### config.mk
export PLATFORM = sky130hd
export DESIGN_NAME = pipe_hazard_unit
export DESIGN_NICKNAME = d
export VERILOG_FILES = /design/src/rtl/pipe_hazard_unit_pkg.sv /design/src/rtl/pipe_hazard_unit_fwd_sel.sv /design/src/rtl/pipe_hazard_unit.sv
export SDC_FILE = /design/constraint.sdc
export NUM_CORES = 1
export LEC_CHECK = 0
export CORE_MARGIN = 3
export CORE_UTILIZATION = 35
export CTS_BUF_LIST = sky130_fd_sc_hd__clkbuf_8
export DETAILED_ROUTE_END_ITERATION = 8
export PLACE_DENSITY = 0.91
export SKIP_CTS_REPAIR_TIMING = 1
export SYNTH_ARGS = -nofsm -noshare
export SYNTH_HDL_FRONTEND = slang
export SYNTH_SLANG_ARGS = --single-unit
### constraint.sdc
create_clock -name clk -period 3.35 [get_ports clk]
set_input_delay 1.005 -clock clk [delete_from_list [all_inputs] [get_ports clk]]
set_output_delay 1.005 -clock clk [all_outputs]
set_load 0.005 [all_outputs]
### src/rtl/pipe_hazard_unit_pkg.sv
// pipe_hazard_unit_pkg: shared encodings for the pipeline hazard unit.
// Forward-select codes, memory-wait FSM states and the x0 register index.
package pipe_hazard_unit_pkg;

  localparam logic [1:0] FWD_RF  = 2'b00;
  localparam logic [1:0] FWD_WB  = 2'b01;
  localparam logic [1:0] FWD_MEM = 2'b10;

  localparam int REG_X0 = 0;

  // wait counter width covers MEM_TIMEOUT up to 2^16-1
  localparam int WCNT_W = 16;

  typedef enum logic {
    ST_IDLE,
    ST_WAIT
  } mw_state_e;

endpackage

### src/rtl/pipe_hazard_unit_fwd_sel.sv
// pipe_hazard_unit_fwd_sel: operand forward select for one EX source.
// Ports: rs, mem_rd/mem_reg_write, wb_rd/wb_reg_write in; sel out.
module pipe_hazard_unit_fwd_sel
  import pipe_hazard_unit_pkg::*;
#(
  parameter int W = 5
) (
  input  logic [W-1:0] rs,
  input  logic [W-1:0] mem_rd,
  input  logic         mem_reg_write,
  input  logic [W-1:0] wb_rd,
  input  logic         wb_reg_write,
  output logic [1:0]   sel
);

  logic mem_hit;
  logic wb_hit;

  assign mem_hit = mem_reg_write
                 && (mem_rd != W'(REG_X0))
                 && (mem_rd == rs);
  assign wb_hit  = wb_reg_write
                 && (wb_rd != W'(REG_X0))
                 && (wb_rd == rs);

  // MEM holds the younger result, so it wins
  always_comb begin
    sel = FWD_RF;
    unique case (1'b1)
      mem_hit:           sel = FWD_MEM;
      wb_hit && !mem_hit: sel = FWD_WB;
      default:           sel = FWD_RF;
    endcase
  end

endmodule

### src/rtl/pipe_hazard_unit.sv
// pipe_hazard_unit: forwarding, load-use, mem-wait and branch-flush control.
// Ports: ID/EX/MEM/WB register info, mem_req/mem_ready, branch_taken in;
//   fwd_1/fwd_2, holds, bubbles, flushes, mem_err, perf_stall/perf_flush out.
// Optional counters: define PIPE_HAZARD_PERF_CNT_EN.
module pipe_hazard_unit
  import pipe_hazard_unit_pkg::*;
#(
  parameter int REG_ADDR_W  = 5,
  parameter int MEM_TIMEOUT = 64,
  parameter int PERF_W      = 32
) (
  input  logic                  clk,
  input  logic                  rst,
  input  logic [REG_ADDR_W-1:0] id_rs1,
  input  logic [REG_ADDR_W-1:0] id_rs2,
  input  logic                  id_rs1_used,
  input  logic                  id_rs2_used,
  input  logic [REG_ADDR_W-1:0] ex_rs1,
  input  logic [REG_ADDR_W-1:0] ex_rs2,
  input  logic [REG_ADDR_W-1:0] ex_rd,
  input  logic                  ex_mem_read,
  input  logic [REG_ADDR_W-1:0] mem_rd,
  input  logic                  mem_reg_write,
  input  logic                  mem_req,
  input  logic                  mem_ready,
  input  logic [REG_ADDR_W-1:0] wb_rd,
  input  logic                  wb_reg_write,
  input  logic                  branch_taken,
  output logic [1:0]            fwd_1,
  output logic [1:0]            fwd_2,
  output logic                  pc_hold,
  output logic                  if_id_hold,
  output logic                  id_ex_hold,
  output logic                  ex_mem_hold,
  output logic                  id_ex_bubble,
  output logic                  mem_wb_bubble,
  output logic                  if_id_flush,
  output logic                  id_ex_flush,
  output logic                  ex_mem_flush,
  output logic                  mem_err,
  output logic [PERF_W-1:0]     perf_stall,
  output logic [PERF_W-1:0]     perf_flush
);

  mw_state_e         state;
  logic [WCNT_W-1:0] wcnt;
  logic              lu;
  logic              mw;
  logic              tmo;
  logic              br;

  pipe_hazard_unit_fwd_sel #(.W(REG_ADDR_W)) u_fwd_1 (
    .rs            (ex_rs1),
    .mem_rd        (mem_rd),
    .mem_reg_write (mem_reg_write),
    .wb_rd         (wb_rd),
    .wb_reg_write  (wb_reg_write),
    .sel           (fwd_1)
  );

  pipe_hazard_unit_fwd_sel #(.W(REG_ADDR_W)) u_fwd_2 (
    .rs            (ex_rs2),
    .mem_rd        (mem_rd),
    .mem_reg_write (mem_reg_write),
    .wb_rd         (wb_rd),
    .wb_reg_write  (wb_reg_write),
    .sel           (fwd_2)
  );

  always_comb begin
    lu = ex_mem_read
      && (ex_rd != REG_ADDR_W'(REG_X0))
      && ((id_rs1_used && (id_rs1 == ex_rd))
       || (id_rs2_used && (id_rs2 == ex_rd)));
    // last permitted WAIT cycle: give up and release
    tmo = (state == ST_WAIT) && !mem_ready
       && (wcnt == WCNT_W'(MEM_TIMEOUT));
    mw = ((state == ST_IDLE) && mem_req && !mem_ready)
      || ((state == ST_WAIT) && !mem_ready && !tmo);
    br = branch_taken && !mw;
  end

  always_comb begin
    pc_hold       = mw || (lu && !br);
    if_id_hold    = mw || (lu && !br);
    id_ex_hold    = mw;
    ex_mem_hold   = mw;
    mem_wb_bubble = mw;
    id_ex_bubble  = lu && !mw;
    if_id_flush   = br;
    id_ex_flush   = br;
    ex_mem_flush  = br;
  end

  always_ff @(posedge clk) begin
    if (rst) begin
      state   <= ST_IDLE;
      wcnt    <= '0;
      mem_err <= 1'b0;
    end else begin
      unique case (state)
        ST_IDLE: begin
          if (mem_req && !mem_ready) begin
            state <= ST_WAIT;
            wcnt  <= WCNT_W'(1);
          end
        end
        ST_WAIT: begin
          if (mem_ready) begin
            state <= ST_IDLE;
            wcnt  <= '0;
          end else if (tmo) begin
            state   <= ST_IDLE;
            wcnt    <= '0;
            mem_err <= 1'b1;
          end else begin
            wcnt <= wcnt + 1'b1;
          end
        end
        default: begin
          state <= ST_IDLE;
          wcnt  <= '0;
        end
      endcase
    end
  end

`ifdef PIPE_HAZARD_PERF_CNT_EN
  logic [PERF_W-1:0] stall_q;
  logic [PERF_W-1:0] flush_q;

  always_ff @(posedge clk) begin
    if (rst) begin
      stall_q <= '0;
      flush_q <= '0;
    end else begin
      if (pc_hold && (stall_q != '1))
        stall_q <= stall_q + 1'b1;
      if (br && (flush_q != '1))
        flush_q <= flush_q + 1'b1;
    end
  end

  assign perf_stall = stall_q;
  assign perf_flush = flush_q;
`else
  assign perf_stall = '0;
  assign perf_flush = '0;
`endif

endmodule

==> results of run 1 <==
-- synth_stat cells (2+ instances only) --
| library cell | n |
|---|---|
| dfxtp_1 | 18 |
| xor2_1 | 29 |
| nand3_1 | 4 |
| nand2_1 | 3 |
| or4_1 | 7 |
| or3_1 | 3 |
| a21oi_1 | 7 |
| o211ai_1 | 3 |
| o2111ai_1 | 3 |
| nand4_1 | 2 |
| nor3_1 | 2 |
| o21ai_0 | 7 |
| and2_1 | 2 |
| ha_1 | 2 |
| o31ai_1 | 4 |
| and3_2 | 2 |
| buf_4 | 70 |
| inv_1 | 6 |
| nor4_1 | 4 |
| nor2_1 | 11 |
| a21oi_2 | 2 |
| o21ai_1 | 3 |
| clkbuf_1 | 2 |
| nor4_2 | 4 |
| xnor2_1 | 9 |
-- flip-flops by register name, indices dropped and copies added (netlist names) --
register  count
wcnt         16
mem_err       1
state         1
-- how the worst max path moves through the flow --
stage,end,start,depth (start not counted),slack [ps]
final,fwd_2[0],ex_rs2[2],6,-130
after global placement,fwd_1[0],mem_rd[0],6,-670
after detailed placement,fwd_1[0],mem_rd[0],6,-770
after CTS,fwd_1[0],mem_rd[0],6,-790
after floorplan,fwd_1[0],mem_rd[0],4,290
after global routing,fwd_2[0],ex_rs2[2],6,-150
-- where the power goes --
part / switching (mW) / total, mW / internal, mW
Clock: 0.0666 / 0.146 / 0.0798
Sequential: 0.00371 / 0.220 / 0.216
Combinational: 0.102 / 0.207 / 0.105
-- per-layer routing --
metal	wire, µm	part of all wire (%)	global-route usage, %
met3	482	9.2	5.67
met2	2810	54	26.4
met1	1850	35	13.1
met5	0	0	0
met4	74	1.4	2.80
-- kinds of logic (layout without fill, tap and decap cells) --
family                     after synthesis  count (layout)  synth area share [%]
xor gates and xnor gates                38              38                  18.0
and+or+nand+nor                         53              53                  18.7
other                                    1              64                 0.203
adders and majority gates                2               2                  1.35
DFF                                     18              18                  19.5
AOI/OAI and AO/OA                       33              33                  12.3
buffers and inverters                   78              97                  30.0
-- stage by stage --
step                area, µm²  total power [mW]  setup slack, ps  utilization [%]  hold WS (ps)
floorplan                2090             0.351              291                -           456
global placement         2390             0.398             -667             48.7           472
detailed placement       2390             0.405             -770             48.7           474
CTS                      2430             0.554             -786             49.6           489
global route             2650             0.604             -145             54.0           511
finish                   2650             0.573             -129             54.0           487
-- area by class of cell --
class	count	area (µm²)	area share, %
inverters	6	22.5	0.850
flip-flops and latches	18	360	13.6
repair buffers	88	842	31.8
multi-input cells	190	1300	49.1
well taps	67	83.8	3.16
clock buffers	3	41.3	1.56
==> results.md, run 1 <==
* Crit Path Class: in2out
* Dominant cell type by area after synthesis: buf_4
* Commonest non-fill, non-tap cell in the layout: conb_1
* Cells after Synth at 223
* Synth Warn # at 0
* Die area at 6200 µm²
* Routed WL at 5210 µm
* Pwr dens at 216 nW/µm²
* Worst vdd ir at 157 µV
* Data arrival, critical path at 2470 ps
* Fmax at 287 MHz
* Die X at 78.7 µm
* Maxcap violations at 0
* # DRC at 0
* Final WS setup at -129 ps
* Setup TNS at -282 ps
* Row count at 25
* Slowest stage delay, CP at 490 ps
* Sink Count at 18
* Area Growth Syn to Fin at 43.1%
* Fraction of registers with async set/reset at 0%
* DRT Pass-1 Iters at 4
* Seq/Total Area, Yosys at 19.5%
* Setup Skew at 7.46 ps
* Root Driver: clkbuf_8
* Slew margin rel. at 56.3%
* Synthesized flop and latch total at 18
* R2R Path End: wcnt[10]$_SDFFE_PP0P_
* Vias per cell at 4.56
* Initial antenna violation count at 0
* Worst hold start: mem_err$_SDFFE_PP0P_
* Slowest stage cell, crit path: clkdlybuf4s50_1
* Crit end category: primary output
* Detail Route Antenna Nets at 0
* Placer congestion estimate at 0.851
* Io pins at 123
* RSZ-0062 raised after global routing: true
* Aggregate global-route resource usage at 13.5%
* Post-synth EDFFs at 0
* Fill cells at 431
* Worst-Margin Slew at 655 ps
* CTS Buf Count at 3
* CP top delay family: buffers and inverters
* Largest net degree at the start of global routing at 16
* Most frequent cells in the layout: conb_1, dlymetal6s2s_1, xor2_1
* Clock-pin slew on the worst setup and hold paths at 60 ps
* CTS tree: built
* Most used DFF post-synth: dfxtp_1
* Status: finished with violations
* Vias in the first global route at 1,617
* Crit path buffers/inverters at 2
* Final setup fails at 3
* Placed Cells at 362
* Critical-path cell list: clkdlybuf4s50_1, xnor2_1, nand3_1, nor4_4, nor4_2, buf_2
* Share of the synthesized area in the top cell type at 28.4%
* Later-pin clock latency in the skew report at 250 ps
* DIE HEIGHT at 78.7 µm
* Hold EP: mem_err$_SDFFE_PP0P_
* Failing checks: setup timing
* First-pass GRT wire length at 6890 µm
* Yosys cell types at 39
* Reg2reg path depth at 7
* P_leak at 1.42 nW
* DP Wirelength at 3810 µm
* Final Cycle Share at 104%
* Gr ovfl total at 0
* Max clock buf depth at 2
* H-tree Lvls at 1
* Drt wl/cell at 14.0 µm
* Final hold viol count at 0
* Post-Syn Area at 1850 µm²
* # port buffers at 58
* Crit path max fanout at 2
* Diodes inserted at 0
* Final non-filler cell total at 372
* WP data required at 2340 ps
* Hold path cells at 1
* Share of cells above drive strength 1 at 25.9%
* Worst min-delay path class: reg2reg
* Initial core utilization at 37.7%
* CP Launch Type: input pin
* Mean Syn Cell Area at 8.30 µm²
* Core area at 4910 µm²
* Routed via count at 1,698
* Final layout net count at 354
* Beginning of the worst register-to-register path: wcnt[0]$_SDFFE_PP0P_
* Final Max Slew Viols at 0
* Post-route minimum period at 3480 ps
* DRT iter0 DRCs at 85
* Synth top area cells: buf_4, dfxtp_1, xor2_1, xnor2_1, or4_1
* Flop2flop setup slack at 1440 ps
No activity file was read; power rests on OpenSTA's default activity.
==> run 2: changes to the inputs <==
Settings changed: HOLD_SLACK_MARGIN from default to 0.03.
==> results of run 2 <==
Same layout as run 1: the final DEF is identical, and so are final timing and power.
==> run 3: changes to the inputs <==
Settings changed: SLEW_MARGIN from default to 5.
==> results of run 3 <==
Same layout as run 1: the final DEF is identical, and so are final timing and power.
